File: src/rtl/updn_sweep_pkg.sv
// Shared encodings for the up/down sweep controller: sweep modes and FSM states.
package updn_sweep_pkg;

    typedef enum logic [1:0] {
        MODE_WRAP_UP = 2'b00,
        MODE_WRAP_DN = 2'b01,
        MODE_BOUNCE  = 2'b10,
        MODE_ONESHOT = 2'b11
    } mode_e;

    typedef enum logic [1:0] {
        ST_IDLE = 2'b00,
        ST_UP   = 2'b01,
        ST_DOWN = 2'b10
    } state_e;

    // Wrap modes restart at the far bound; bounce and one-shot reverse direction instead.
    function automatic logic is_wrap_mode(input mode_e m);
        return (m == MODE_WRAP_UP) || (m == MODE_WRAP_DN);
    endfunction

endpackage

File: src/rtl/updn_sweep_ctrl_if.sv
// Control/status bundle between the sweep controller and whatever sequences it.
interface updn_sweep_ctrl_if #(
    parameter int W    = 3,
    parameter int LAPW = 4
);
    logic            start;
    logic            stop;
    logic            hold;
    logic [1:0]      mode;
    logic [W-1:0]    lo;
    logic [W-1:0]    hi;
    logic [W-1:0]    cnt;
    logic            up_dn;
    logic            busy;
    logic            done;
    logic            err;
    logic [LAPW-1:0] laps;

    modport master (
        output start, stop, hold, mode, lo, hi,
        input  cnt, up_dn, busy, done, err, laps
    );

    modport slave (
        input  start, stop, hold, mode, lo, hi,
        output cnt, up_dn, busy, done, err, laps
    );
endinterface

File: src/rtl/updn_cnt_ld.sv
// Loadable W-bit up/down counter; the load has priority over counting.
module updn_cnt_ld #(
    parameter int W = 3
) (
    input  logic         slow_clk,
    input  logic         rst,
    input  logic         en,
    input  logic         up_dn,
    input  logic         ld,
    input  logic [W-1:0] ld_val,
    output logic [W-1:0] cnt
);

    always_ff @(posedge slow_clk) begin
        if (rst) begin
            cnt <= '0;
        end else if (ld) begin
            cnt <= ld_val;
        end else if (en) begin
            cnt <= up_dn ? cnt + W'(1) : cnt - W'(1);
        end
    end

endmodule

File: src/rtl/updn_sweep_ctrl.sv
// Sweep sequencer for the 3-bit LED counter: steps cnt between latched bounds
// in wrap, bounce or one-shot patterns, with lap counting and status pulses.
module updn_sweep_ctrl #(
    parameter int W    = 3,
    parameter int LAPW = 4
) (
    input  logic             slow_clk,
    input  logic             rst,
    updn_sweep_ctrl_if.slave bus
);
    import updn_sweep_pkg::*;

    state_e          state_q, state_n;
    mode_e           mode_q, mode_n;
    logic [W-1:0]    lo_q, lo_n;
    logic [W-1:0]    hi_q, hi_n;
    logic [LAPW-1:0] laps_q, laps_n;
    logic            up_dn_q, up_dn_n;
    logic            busy_q, busy_n;
    logic            done_q, done_n;
    logic            err_q, err_n;

    logic            cnt_en;
    logic            cnt_up;
    logic            cnt_ld;
    logic [W-1:0]    cnt_ld_val;
    logic [W-1:0]    cnt;
    logic [LAPW-1:0] laps_bumped;
    mode_e           mode_in;

    assign mode_in     = mode_e'(bus.mode);
    assign laps_bumped = (laps_q == {LAPW{1'b1}}) ? laps_q : laps_q + LAPW'(1);

    updn_cnt_ld #(.W(W)) u_cnt (
        .slow_clk (slow_clk),
        .rst      (rst),
        .en       (cnt_en),
        .up_dn    (cnt_up),
        .ld       (cnt_ld),
        .ld_val   (cnt_ld_val),
        .cnt      (cnt)
    );

    always_ff @(posedge slow_clk) begin
        if (rst) begin
            state_q <= ST_IDLE;
            mode_q  <= MODE_WRAP_UP;
            lo_q    <= '0;
            hi_q    <= '0;
            laps_q  <= '0;
            up_dn_q <= 1'b1;
            busy_q  <= 1'b0;
            done_q  <= 1'b0;
            err_q   <= 1'b0;
        end else begin
            state_q <= state_n;
            mode_q  <= mode_n;
            lo_q    <= lo_n;
            hi_q    <= hi_n;
            laps_q  <= laps_n;
            up_dn_q <= up_dn_n;
            busy_q  <= busy_n;
            done_q  <= done_n;
            err_q   <= err_n;
        end
    end

    // Turnarounds step straight off the bound, so each bound shows for one cycle;
    // when lo==hi the step is suppressed and only the direction flips.
    always_comb begin
        state_n    = state_q;
        mode_n     = mode_q;
        lo_n       = lo_q;
        hi_n       = hi_q;
        laps_n     = laps_q;
        up_dn_n    = up_dn_q;
        busy_n     = busy_q;
        done_n     = 1'b0;
        err_n      = 1'b0;
        cnt_en     = 1'b0;
        cnt_up     = up_dn_q;
        cnt_ld     = 1'b0;
        cnt_ld_val = '0;

        unique case (state_q)
            ST_IDLE: begin
                if (bus.start && !bus.stop) begin
                    if (bus.lo <= bus.hi) begin
                        mode_n = mode_in;
                        lo_n   = bus.lo;
                        hi_n   = bus.hi;
                        laps_n = '0;
                        busy_n = 1'b1;
                        cnt_ld = 1'b1;
                        if (mode_in == MODE_WRAP_DN) begin
                            cnt_ld_val = bus.hi;
                            state_n    = ST_DOWN;
                            up_dn_n    = 1'b0;
                        end else begin
                            cnt_ld_val = bus.lo;
                            state_n    = ST_UP;
                            up_dn_n    = 1'b1;
                        end
                    end else begin
                        err_n = 1'b1;
                    end
                end
            end

            ST_UP: begin
                if (bus.stop) begin
                    state_n = ST_IDLE;
                    busy_n  = 1'b0;
                end else if (!bus.hold) begin
                    if (cnt < hi_q) begin
                        cnt_en = 1'b1;
                        cnt_up = 1'b1;
                    end else if (is_wrap_mode(mode_q)) begin
                        cnt_ld     = 1'b1;
                        cnt_ld_val = lo_q;
                        laps_n     = laps_bumped;
                    end else begin
                        cnt_en  = (lo_q != hi_q);
                        cnt_up  = 1'b0;
                        state_n = ST_DOWN;
                        up_dn_n = 1'b0;
                    end
                end
            end

            ST_DOWN: begin
                if (bus.stop) begin
                    state_n = ST_IDLE;
                    busy_n  = 1'b0;
                end else if (!bus.hold) begin
                    if (cnt > lo_q) begin
                        cnt_en = 1'b1;
                        cnt_up = 1'b0;
                    end else begin
                        laps_n = laps_bumped;
                        if (mode_q == MODE_ONESHOT) begin
                            state_n = ST_IDLE;
                            busy_n  = 1'b0;
                            done_n  = 1'b1;
                        end else if (is_wrap_mode(mode_q)) begin
                            cnt_ld     = 1'b1;
                            cnt_ld_val = hi_q;
                        end else begin
                            cnt_en  = (lo_q != hi_q);
                            cnt_up  = 1'b1;
                            state_n = ST_UP;
                            up_dn_n = 1'b1;
                        end
                    end
                end
            end

            default: begin
                state_n = ST_IDLE;
                busy_n  = 1'b0;
            end
        endcase
    end

    assign bus.cnt   = cnt;
    assign bus.up_dn = up_dn_q;
    assign bus.busy  = busy_q;
    assign bus.done  = done_q;
    assign bus.err   = err_q;
    assign bus.laps  = laps_q;

endmodule
File: src/flat_wrapper.sv
// flat-port wrapper written by rule: the top's interface ports become plain ports
module updn_sweep_ctrl_flat import updn_sweep_pkg::*;
#(
    parameter int W    = 3,
    parameter int LAPW = 4
)
  (slow_clk, rst, bus_start, bus_stop, bus_hold, bus_mode, bus_lo, bus_hi, bus_cnt, bus_up_dn, bus_busy, bus_done, bus_err, bus_laps);
  updn_sweep_ctrl_if #(.W(W), .LAPW(LAPW)) bus_i ();
  input  logic slow_clk;
  input  logic rst;
  input wire logic [$bits(bus_i.start)-1:0] bus_start;
  input wire logic [$bits(bus_i.stop)-1:0] bus_stop;
  input wire logic [$bits(bus_i.hold)-1:0] bus_hold;
  input wire logic [$bits(bus_i.mode)-1:0] bus_mode;
  input wire logic [$bits(bus_i.lo)-1:0] bus_lo;
  input wire logic [$bits(bus_i.hi)-1:0] bus_hi;
  output wire logic [$bits(bus_i.cnt)-1:0] bus_cnt;
  output wire logic [$bits(bus_i.up_dn)-1:0] bus_up_dn;
  output wire logic [$bits(bus_i.busy)-1:0] bus_busy;
  output wire logic [$bits(bus_i.done)-1:0] bus_done;
  output wire logic [$bits(bus_i.err)-1:0] bus_err;
  output wire logic [$bits(bus_i.laps)-1:0] bus_laps;
  assign bus_i.start = bus_start;
  assign bus_i.stop = bus_stop;
  assign bus_i.hold = bus_hold;
  assign bus_i.mode = bus_mode;
  assign bus_i.lo = bus_lo;
  assign bus_i.hi = bus_hi;
  assign bus_cnt = bus_i.cnt;
  assign bus_up_dn = bus_i.up_dn;
  assign bus_busy = bus_i.busy;
  assign bus_done = bus_i.done;
  assign bus_err = bus_i.err;
  assign bus_laps = bus_i.laps;
  updn_sweep_ctrl #(.W(W), .LAPW(LAPW)) u_core (.slow_clk(slow_clk), .rst(rst), .bus(bus_i));
endmodule
File: config.mk
export PLATFORM = sky130hd
export DESIGN_NAME = updn_sweep_ctrl_flat
export DESIGN_NICKNAME = d
export VERILOG_FILES = /design/src/rtl/updn_sweep_pkg.sv /design/src/rtl/updn_sweep_ctrl_if.sv /design/src/rtl/updn_cnt_ld.sv /design/src/rtl/updn_sweep_ctrl.sv /design/src/flat_wrapper.sv
export SDC_FILE = /design/constraint.sdc
export NUM_CORES = 1
export LEC_CHECK = 0
export ABC_AREA = 1
export ABC_CLOCK_PERIOD_IN_PS = 2100
export CAP_MARGIN = 20
export CORE_MARGIN = 5
export CORE_UTILIZATION = 30
export CTS_CLUSTER_DIAMETER = 100
export DETAILED_ROUTE_END_ITERATION = 12
export HOLD_SLACK_MARGIN = 0.06
export PLACE_DENSITY = 0.48
export SLEW_MARGIN = 20
export SYNTH_ARGS = -nofsm -noshare
export SYNTH_HDL_FRONTEND = slang
export SYNTH_SLANG_ARGS = --single-unit
export TNS_END_PERCENT = 50
File: constraint.sdc
create_clock -name slow_clk -period 2.1 [get_ports slow_clk]
set_input_delay 0.42 -clock slow_clk [delete_from_list [all_inputs] [get_ports slow_clk]]
set_output_delay 0.42 -clock slow_clk [all_outputs]
set_load 0.03 [all_outputs]
# After elaboration in Yosys (flattened, before gate mapping)
# Cells that the tools add are included.
# W data, S select, Z words.
totals:
  reg_bits: 21
  in_bits: 13
op_classes:
  add_sub_neg: 3
  order_cmp: 3
  eq_ne: 24
  n_mux: 90
  n_bitwise: 3
  n_reduce_logical: 14
ops:
  columns: ["op", "n"]
  rows:
  - ["$mux W1", 45]
  - ["$mux W3", 15]
  - ["$mux W4", 10]
  - ["$mux W2", 12]
  - ["$ne A3 B3 Y1 const B", 5]
  - ["$ne A2 B2 Y1 const B", 7]
  - ["$pmux W4 S3", 1]
  - ["$reduce_and A10 Y1", 1]
  - ["$pmux W1 S3", 3]
  - ["$pmux W3 S3", 1]
  - ["$reduce_and A9 Y1", 1]
  - ["$reduce_and A8 Y1", 1]
  - ["$eq A2 B1 Y1 const B", 3]
  - ["$ne A2 B1 Y1 const B", 3]
  - ["$pmux W2 S3", 1]
  - ["$reduce_and A6 Y1", 1]
  - ["$reduce_or A5 Y1", 1]
  - ["$add A4 B1 Y4 const B", 1]
  - ["$eq A2 B2 Y1 const B", 2]
  - ["$eq A4 B4 Y1 const B", 1]
  - ["$logic_not A2 Y1", 2]
  - ["$ne A4 B4 Y1 const B", 1]
  - ["$pmux W1 S2", 2]
  - ["$add A3 B1 Y3 const B", 1]
  - ["14 further kinds", 16]

# Depth between registers and ports, before layout
# Gate-level depths: netlist (run 1).
logic_depth:
  ltp_word: 11
  mapped_depth: 19
  mapped_depth_nobuf: 19

# Cells and area by module
# From an unflattened synthesis (run 1), not the netlist that was laid out.
unflattened:
  cells_unflattened: 240
  area_unflattened_um2: 1585.3
by_module_without_submodules:
  columns: ["module", "instances", "cells_each", "area_per_inst_um2"]
  rows:
  - ["updn_sweep_ctrl", 1, 209, 1388.8]
  - ["updn_cnt_ld", 1, 31, 196.4]

# Least setup slack after synthesis (run 1)
# Ideal clock, no wire load.
synth_path:
  kind: "register -> register"
  start: "register u_core.u_cnt.cnt[0]"
  end: "register u_core.u_cnt.cnt[2]"
  setup_ps: 135
  arrival_ps: 2260
  path_slack_ps: -296
  path_stages_with_launch: 18
  period_less_slack_ps: 2396
  cell_sequence: "dfxtp_1 inv_2 ha_1 nand3_1 nand2_1 nand2_1 nand2_1 nand2_1 nand3_1 nand2_1 inv_1 fa_1 xnor2_1 inv_1 nand2_1 nand3_1 nand2_1 a21oi_1"
synth_via:
  elab_chain_cells: 8
synth_rtl:
  columns: ["item", "line_no", "source"]
  rows:
  - ["start, declared", "updn_cnt_ld.sv:11", "output logic [W-1:0] cnt"]
  - ["start signal, assigned", "updn_cnt_ld.sv:18", "cnt <= ld_val;"]
  - ["start signal, assigned", "updn_cnt_ld.sv:20", "cnt <= up_dn ? cnt + W'(1) : cnt - W'(1);"]
  - ["$gt A3 B3 Y1 or $lt A3 B3 Y1 (tied branches)", "updn_sweep_ctrl.sv:136, updn_sweep_ctrl.sv:115", null]
  - ["$mux W1 (on tied branches)", "updn_sweep_ctrl.sv:136, updn_sweep_ctrl.sv:115", null]
  - ["$mux W1 (on tied branches)", "updn_sweep_ctrl.sv:135, updn_sweep_ctrl.sv:114", null]
  - ["$mux W1 (on tied branches)", "updn_sweep_ctrl.sv:132, updn_sweep_ctrl.sv:111", null]
  - ["$pmux W1 S2", "updn_sweep_ctrl.sv:85", "unique case (state_q)"]
  - ["$mux W3", "updn_cnt_ld.sv:20", null]
  - ["$mux W3", "updn_cnt_ld.sv:19", "end else if (en) begin"]
  - ["$mux W3", "updn_cnt_ld.sv:17", "end else if (ld) begin"]
# Parallel ways exist; a longest one is shown, timed or not. The select of a mux whose other input is x is not followed.
# A chain may end at the register's enable or synchronous reset.

# Worst setup path in the final report (run 1)
layout_path:
  start: "register u_core.u_cnt.cnt[2]"
  end: "register u_core.u_cnt.cnt[2]"
# Same word-level chain as after synthesis.

==> out/metrics.cfg, run 1 <==
[status]
status = finished, final reports clean

[finish]
syn_to_final_growth_pct = 54.32
antenna_cells = 0
fillCellCount = 591
drive_above_1_share_pct = 35.03
num-nets-final = 342

[logic_synthesis]
synth_fp_nets = 269
synthDistinctLibCells = 36
synth_ff_type = dfxtp_1
syn_inst = 242
syn-cell-area_um2 = 1638
syn_avg_cell_area_um2 = 6.768
synth_most_common_cell = nand2_1
yosysSeqAreaShare_pct = 25.67
ys_warn_count = 0
synth-edff-count = 0
ys_top_cells_by_count = nand2_1 (50), inv_1 (30), a21oi_1 (22), dfxtp_1 (21), o21ai_0 (20)
synth_top_area_cell = dfxtp_1
ys_top_cells_by_area = dfxtp_1 (26%), nand2_1 (11%), ha_1 (9.9%)
synth-async-reset-ratio_pct = 0
synth-seq-cells = 21
synth_top_area_share_pct = 25.67

[power_and_ir_drop]
vdd_drop_max_mv = 0.4694
p_total_uw = 2631
leakage_uw = 0.001121
pwr-share-clk_pct = 11.0
switching_power_uw = 1162
pwr_density_cell_nw_per_um2 = 1041
seqPwrFrac_pct = 20.9
swShare_pct = 44.19
share_comb_of_total_power_pct = 68.2
internal_power_uw = 1468

[grt]
antenna_found_initial = 0
grt_use_total_pct = 13.63
grt_pass1_wl_um = 7859
grt_overflow = 0
grt_pass1_vias = 1673
grt_max_degree = 13

[worst_setup_path]
r2r_start = u_core.u_cnt.cnt[2]
cp-start-kind = flop
slowest_stage = dfxtp_4
endpoint_kind = flop
required_ns = 2.27
r2r.worst_path.cells = 17
cp_common_cell = nand2_1
r2r_slack_ns = 0.004
r2r-end = u_core.u_cnt.cnt[2]
cp_max_fo = 3
crit_path_cell_trace = ha_4 -> nand3_2 -> nand2_2 -> nand2_2 -> nand2_1 -> nand2_1 -> nand2_1 -> nand3_2 -> nand2_2 -> inv_2 -> fa_2 -> xnor2_2 -> inv_1 -> nand2_1 -> nand3_1 -> nand2_1 -> a21oi_1
critPathKind = flop to flop
cp_slowest_stage_delay_ns = 0.38
crit_buf_inv = 2
arrival_ns = 2.26
critPathTopFamily = simple AND/OR/NAND/NOR gates

[sta]
fin_crit_ns = 2.096
maxSlewHeadroom_pct = 72.45
finClkSkew_ns = 0.006143
finalSetupViolCount = 0
hold_violations = 0
rsz0062_at_grt = true
period_share_pct = 99.79
tightest_slew_ns = 0.4129
drv_slew = 0
fin_setup_tns_ns = 0
max_freq_mhz = 477.2

[floorplanning]
die_w_um = 83.89
fp.dieArea_um2 = 7037
io_pins = 24
core_area_um2 = 5405
chipHeight_um = 83.89
num_rows = 27
start_util_pct = 30.30

[min_path]
worstHoldStart = u_core.bus.busy
hp-class = flop to flop
hold_end = u_core.bus.busy
holdPathStages = 2

[job]
maxCapViolations = 0

[clock_network]
clk_latency_ns = 0.27
clock_tree.root_cell = clkbuf_8
cts_tree = built
htreeDepth = 1
clock_path_buffers = 2
clock_sinks = 21
numCtsBuffers = 3
cts.reportedPaths.clkPinSlew_ns = 0.09

[detailed_routing]
drt-pass1-iter-count = 4
wire_per_inst_um = 12.04
num_vias = 1764
drc_errors = 0
wl_um = 4646
viasPerCell = 4.570
dr.first_iter.drc_count = 62
ant_nets = 0

[placement]
place_hpwl_um = 3726
routabilityCongestion = 0.8216
io_buffers = 23

what timing repair did:
item / in CTS / in global routing
gates resized for setup: 9 / 19
setup buffers: 3 / 4
hold buffers: 0 / 0
setup endpoints to repair: 9 / 13
gates cloned: 0 / 0
pin swaps: 15 / 9
hold endpoints to repair: 0 / 0
layout by cell type (no fill, tap or decap), types with 4 or more instances in the layout:
cell type        count
clkdlybuf4s50_1     21
dfxtp_1             15
buf_4               51
inv_2                5
ha_1                 8
nand4_1              4
a21oi_2              5
inv_1               27
nand2_2              8
ha_4                 5
xor2_1               4
nand3_1             11
nand2_1             43
o21ai_1              6
nor2_1              19
o21ai_0             15
nand3_2              5
a21oi_1             19
sequential cells by signal, summed over array words and instances (netlist names):
name,flops
u_core.bus.up_dn,1
u_core.bus.laps,4
u_core.bus.busy,1
u_core.u_cnt.cnt,3
u_core.state_q,2
u_core.mode_q,2
u_core.bus.err,1
u_core.hi_q,3
u_core.lo_q,3
u_core.bus.done,1
worst register-to-register path, stage by stage, from the launching register on:
cell and delay (ns):
dfxtp_4 0.38, ha_4 0.29, nand3_2 0.06, nand2_2 0.09, nand2_2 0.06, nand2_1 0.05
nand2_1 0.04, nand2_1 0.06, nand3_2 0.07, nand2_2 0.08, inv_2 0.04, fa_2 0.34
xnor2_2 0.15, inv_1 0.06, nand2_1 0.05, nand3_1 0.07, nand2_1 0.06, a21oi_1 0.05
how the worst max path moves through the flow:
| stage | depth (start not counted) | endpoint | slack [ns] | from |
|---|---|---|---|---|
| floorplan | 17 | u_core.u_cnt.cnt[2] | -0.04 | u_core.u_cnt.cnt[2] |
| global placement | 15 | u_core.u_cnt.cnt[2] | -0.43 | bus_stop |
| detailed placement | 15 | u_core.u_cnt.cnt[2] | -0.50 | bus_stop |
| CTS | 17 | u_core.u_cnt.cnt[2] | -0.03 | u_core.u_cnt.cnt[2] |
| global route | 17 | u_core.u_cnt.cnt[2] | -0.21 | u_core.lo_q[1] |
| finish | 17 | u_core.u_cnt.cnt[2] | 0.004 | u_core.u_cnt.cnt[2] |
cells by family after synthesis:
group	after synthesis	share of synthesized area, %
xor+xnor	7	3.743
buf+inv	41	10.31
simple gates	104	30.79
flops	21	25.67
compound gates	55	18.34
fa+ha+maj	14	11.15
per-stage QoR:
stage | area, um2 | util (%) | setup slack (ns) | std cells | hold slack [ns]
after floorplan | 1720 | - | -0.03979 | 242 | 0.4439
after global placement | 2337 | 43.24 | -0.4343 | 375 | 0.4741
after detailed placement | 2337 | 43.24 | -0.4973 | 375 | 0.4778
after CTS | 2425 | 44.86 | -0.02862 | 382 | 0.5008
after global routing | 2527 | 46.76 | -0.2146 | 386 | 0.5290
final | 2527 | 46.76 | 0.004445 | 386 | 0.4954
power by group through the flow:
stage | clock, uW | combinational [uW] | sequential [uW]
floorplan | 0 | 919 | 629
global placement | 0 | 1600 | 554
detailed placement | 0 | 1600 | 555
CTS | 296 | 1690 | 547
global route | 313 | 1990 | 561
finish | 289 | 1790 | 549
final cells by class:
type	count	area [um2]	share of cell area (%)
tap	72	90.09	3.564
timing repair buffer	74	610.6	24.16
multi-input combinational	180	1206	47.72
inverter	35	138.9	5.495
sequential	21	435.4	17.23
clock buffer	3	41.29	1.634
clock inverter	1	5.005	0.1980
routing by layer:
| layer | share of wire [%] | global-route usage, % |
|---|---|---|
| met5 | 0 | 0 |
| met4 | 0.65 | 4.240 |
| met3 | 4.3 | 1.777 |
| met2 | 46 | 21.19 |
| met1 | 49 | 19.42 |
Note: power is estimated with default switching activity, not from simulation.
==> inputs of run 2 (changes only) <==
==> constraint.sdc (replaced) <==
create_clock -name slow_clk -period 2.1 [get_ports slow_clk]
set_input_delay 0.315 -clock slow_clk [delete_from_list [all_inputs] [get_ports slow_clk]]
set_output_delay 0.315 -clock slow_clk [all_outputs]
set_load 0.01 [all_outputs]
==> out/metrics.cfg, run 2 (same netlist as run 1, synthesis figures left out) <==
[finish]
drive_above_1_share_pct = 32.58  ; was 35.03%
fin_cells = 382  ; was 386
antenna_cells = 0  ; unchanged
final_util_pct = 45.49  ; was 46.76%
num-nets-final = 338  ; was 342
largest_reg_flops = 4  ; unchanged
layout_common_cells = buf_4 (47), nand2_1 (45), inv_1 (26), clkdlybuf4s50_1 (22), a21oi_1 (20)  ; was buf_4 (51), nand2_1 (43), inv_1 (27), clkdlybuf4s50_1 (21)
final_common_cell = buf_4  ; unchanged
syn_to_final_growth_pct = 50.11  ; was 54.32%
fillCellCount = 595  ; was 591

[detailed_routing]
drc_errors = 0  ; unchanged
wire_per_inst_um = 11.84  ; was 12.04 um
drt-pass1-iter-count = 4  ; unchanged
num_vias = 1744  ; was 1764
viasPerCell = 4.565  ; was 4.570
ant_nets = 0  ; unchanged
dr.first_iter.drc_count = 58  ; was 62
wl_um = 4521  ; was 4646 um

[sta]
rsz0062_at_grt = true  ; unchanged
maxSlewHeadroom_pct = 76.28  ; was 72.45%
period_share_pct = 100.0  ; was 99.79%
tightest_slew_ns = 0.3554  ; was 0.4129 ns
max_freq_mhz = 476.1  ; was 477.2 MHz
fin_ws_ns = -0.0003182  ; was 0.004445 ns
drv_slew = 0  ; unchanged
finalSetupViolCount = 1  ; was 0
fin_crit_ns = 2.100  ; was 2.096 ns
hold_violations = 0  ; unchanged
finClkSkew_ns = 0.007461  ; was 0.006143 ns

[clock_network]
clock_tree.root_cell = clkbuf_8  ; unchanged
htreeDepth = 1  ; unchanged
clock_sinks = 21  ; unchanged
clock_path_buffers = 2  ; unchanged
cts.reportedPaths.clkPinSlew_ns = 0.09  ; about the same
clk_latency_ns = 0.27  ; about the same
numCtsBuffers = 3  ; unchanged
hold_buffers = 0  ; unchanged
cts_tree = built  ; unchanged

[power_and_ir_drop]
leakage_uw = 0.001088  ; was 0.001121 uW
pwr_density_cell_nw_per_um2 = 1005  ; was 1041 nW/um2
vdd_drop_max_mv = 0.3998  ; was 0.4694 mV
p_total_uw = 2470  ; was 2631 uW

[job]
maxCapViolations = 0  ; unchanged

[placement]
placed_cells = 375  ; unchanged
place_hpwl_um = 3669  ; was 3726 um
io_buffers = 23  ; unchanged
routabilityCongestion = 0.8081  ; was 0.8216

[worst_setup_path]
r2r_slack_ns = 0.01  ; was 0.004 ns
r2r-end = u_core.u_cnt.cnt[2]  ; unchanged
cp-start-kind = input pin  ; was flop
cp_max_fo = 4  ; was 3
endpoint_kind = flop  ; unchanged
required_ns = 2.31  ; was 2.27 ns
crit_start = bus_stop  ; was u_core.u_cnt.cnt[2]
r2r.worst_path.cells = 17  ; unchanged
endpoint = u_core.u_cnt.cnt[2]  ; unchanged
r2r_start = u_core.lo_q[1]  ; was u_core.u_cnt.cnt[2]
arrival_ns = 2.31  ; was 2.26 ns
critPathKind = input pin to flop  ; was flop to flop

[grt]
grt_pass1_vias = 1644  ; was 1673
antenna_found_initial = 0  ; unchanged
grt_use_total_pct = 13.67  ; was 13.63%
grt_pass1_wl_um = 7824  ; was 7859 um
grt_overflow = 0  ; unchanged
grt_max_degree = 14  ; was 13

[status]
violations = negative setup slack
status = complete, but fails checks  ; was finished, final reports clean

[floorplanning]
core_area_um2 = 5405  ; unchanged
die_w_um = 83.89  ; unchanged
io_pins = 24  ; unchanged
fp.dieArea_um2 = 7037  ; unchanged
chipHeight_um = 83.89  ; unchanged
start_util_pct = 30.30  ; unchanged
num_rows = 27  ; unchanged

[min_path]
hp-class = input pin to flop  ; was flop to flop

## run 2: changes by cell type in the layout (fill, tap and decap cells not counted), sizes merged
| cell | previous run | this run |
|---|---|---|
| clkdlybuf4s50 | 21 | 22 |
| buf | 51 | 47 |
| dlygate4sd2 | 2 | 0 |
| clkinvlp | 0 | 1 |
| inv | 35 | 34 |
| dlymetal6s2s | 0 | 1 |
## run 2: how the worst min path moves through the flow
stage,startpoint,to,slack (ns),cells after the start
after floorplan,u_core.mode_q[0],u_core.bus.done,0.44,2
after global routing,bus_hi[2],u_core.hi_q[2],0.41,3
final,bus_hi[2],u_core.hi_q[2],0.38,3
after CTS,u_core.bus.busy,u_core.bus.busy,0.50,2
after detailed placement,u_core.bus.busy,u_core.bus.busy,0.48,2
after global placement,u_core.bus.busy,u_core.bus.busy,0.47,2
## run 2: stage by stage
stage                     setup TNS, ns  cell area, um2  hold WS, ns  worst slack [ns]
after floorplan                -0.01134            1713       0.4439          -0.01134
after global placement           -3.429            2330       0.4727           -0.3277
after detailed placement         -3.336            2330       0.4812           -0.3767
after CTS                      -0.02207            2412       0.5022          -0.02207
after global routing            -0.2173            2459       0.4094           -0.1651
final                        -0.0003182            2459       0.3819        -0.0003182
## run 2: layout make-up
| cell class | instances | area [um2] | area share (%) |
|---|---|---|---|
| flip-flops and latches | 21 | 432.9 | 17.61 |
| inverters | 35 | 135.1 | 5.496 |
| well taps | 72 | 90.09 | 3.664 |
| multi-input cells | 180 | 1166 | 47.43 |
| repair buffers | 70 | 585.6 | 23.82 |
| clock inverters | 1 | 7.507 | 0.3053 |
| clock buffers | 3 | 41.29 | 1.679 |
## run 2: timing repair
| item | CTS | global route |
|---|---|---|
| setup buffers | 3 | 0 |
| gates resized for setup | 3 | 12 |
| setup endpoints to repair | 2 | 10 |
| endpoints found under the hold margin | 0 | 0 |
| pin swaps | 5 | 5 |
## run 2: power breakdown
part,total (uW),switching [uW],internal (uW)
Clock,287,152,134
Combinational,1640,840,800
Sequential,543,65.4,478
## run 2: routing by layer
layer	vias up	track usage, %	routed length, um
met5	-	0	0
met4	0	4.678	63
met3	4	1.974	153
met2	25	21.40	2043
met1	786	19.08	2260
li1	929	-	-
## run 2: worst max-delay path, stage by stage
cell             delay (ns)
clkdlybuf4s50_1        0.51
nor2_8                 0.17
inv_2                  0.06
o21ai_1                0.12
nand2_1                0.06
nand2_1                0.07
nand3_2                0.09
nand2_2                0.08
inv_2                  0.04
fa_2                   0.34
xnor2_2                0.14
nand3_1                0.08
nand3_1                0.08
nand2_1                0.05
a21oi_1                0.10
==> inputs of run 3 (changes only) <==
ABC_CLOCK_PERIOD_IN_PS = not set   (was 2100)
CTS_CLUSTER_DIAMETER = not set   (was 100)
==> results of run 3 <==
The final DEF is identical to that of run 2; final timing and power are the same.
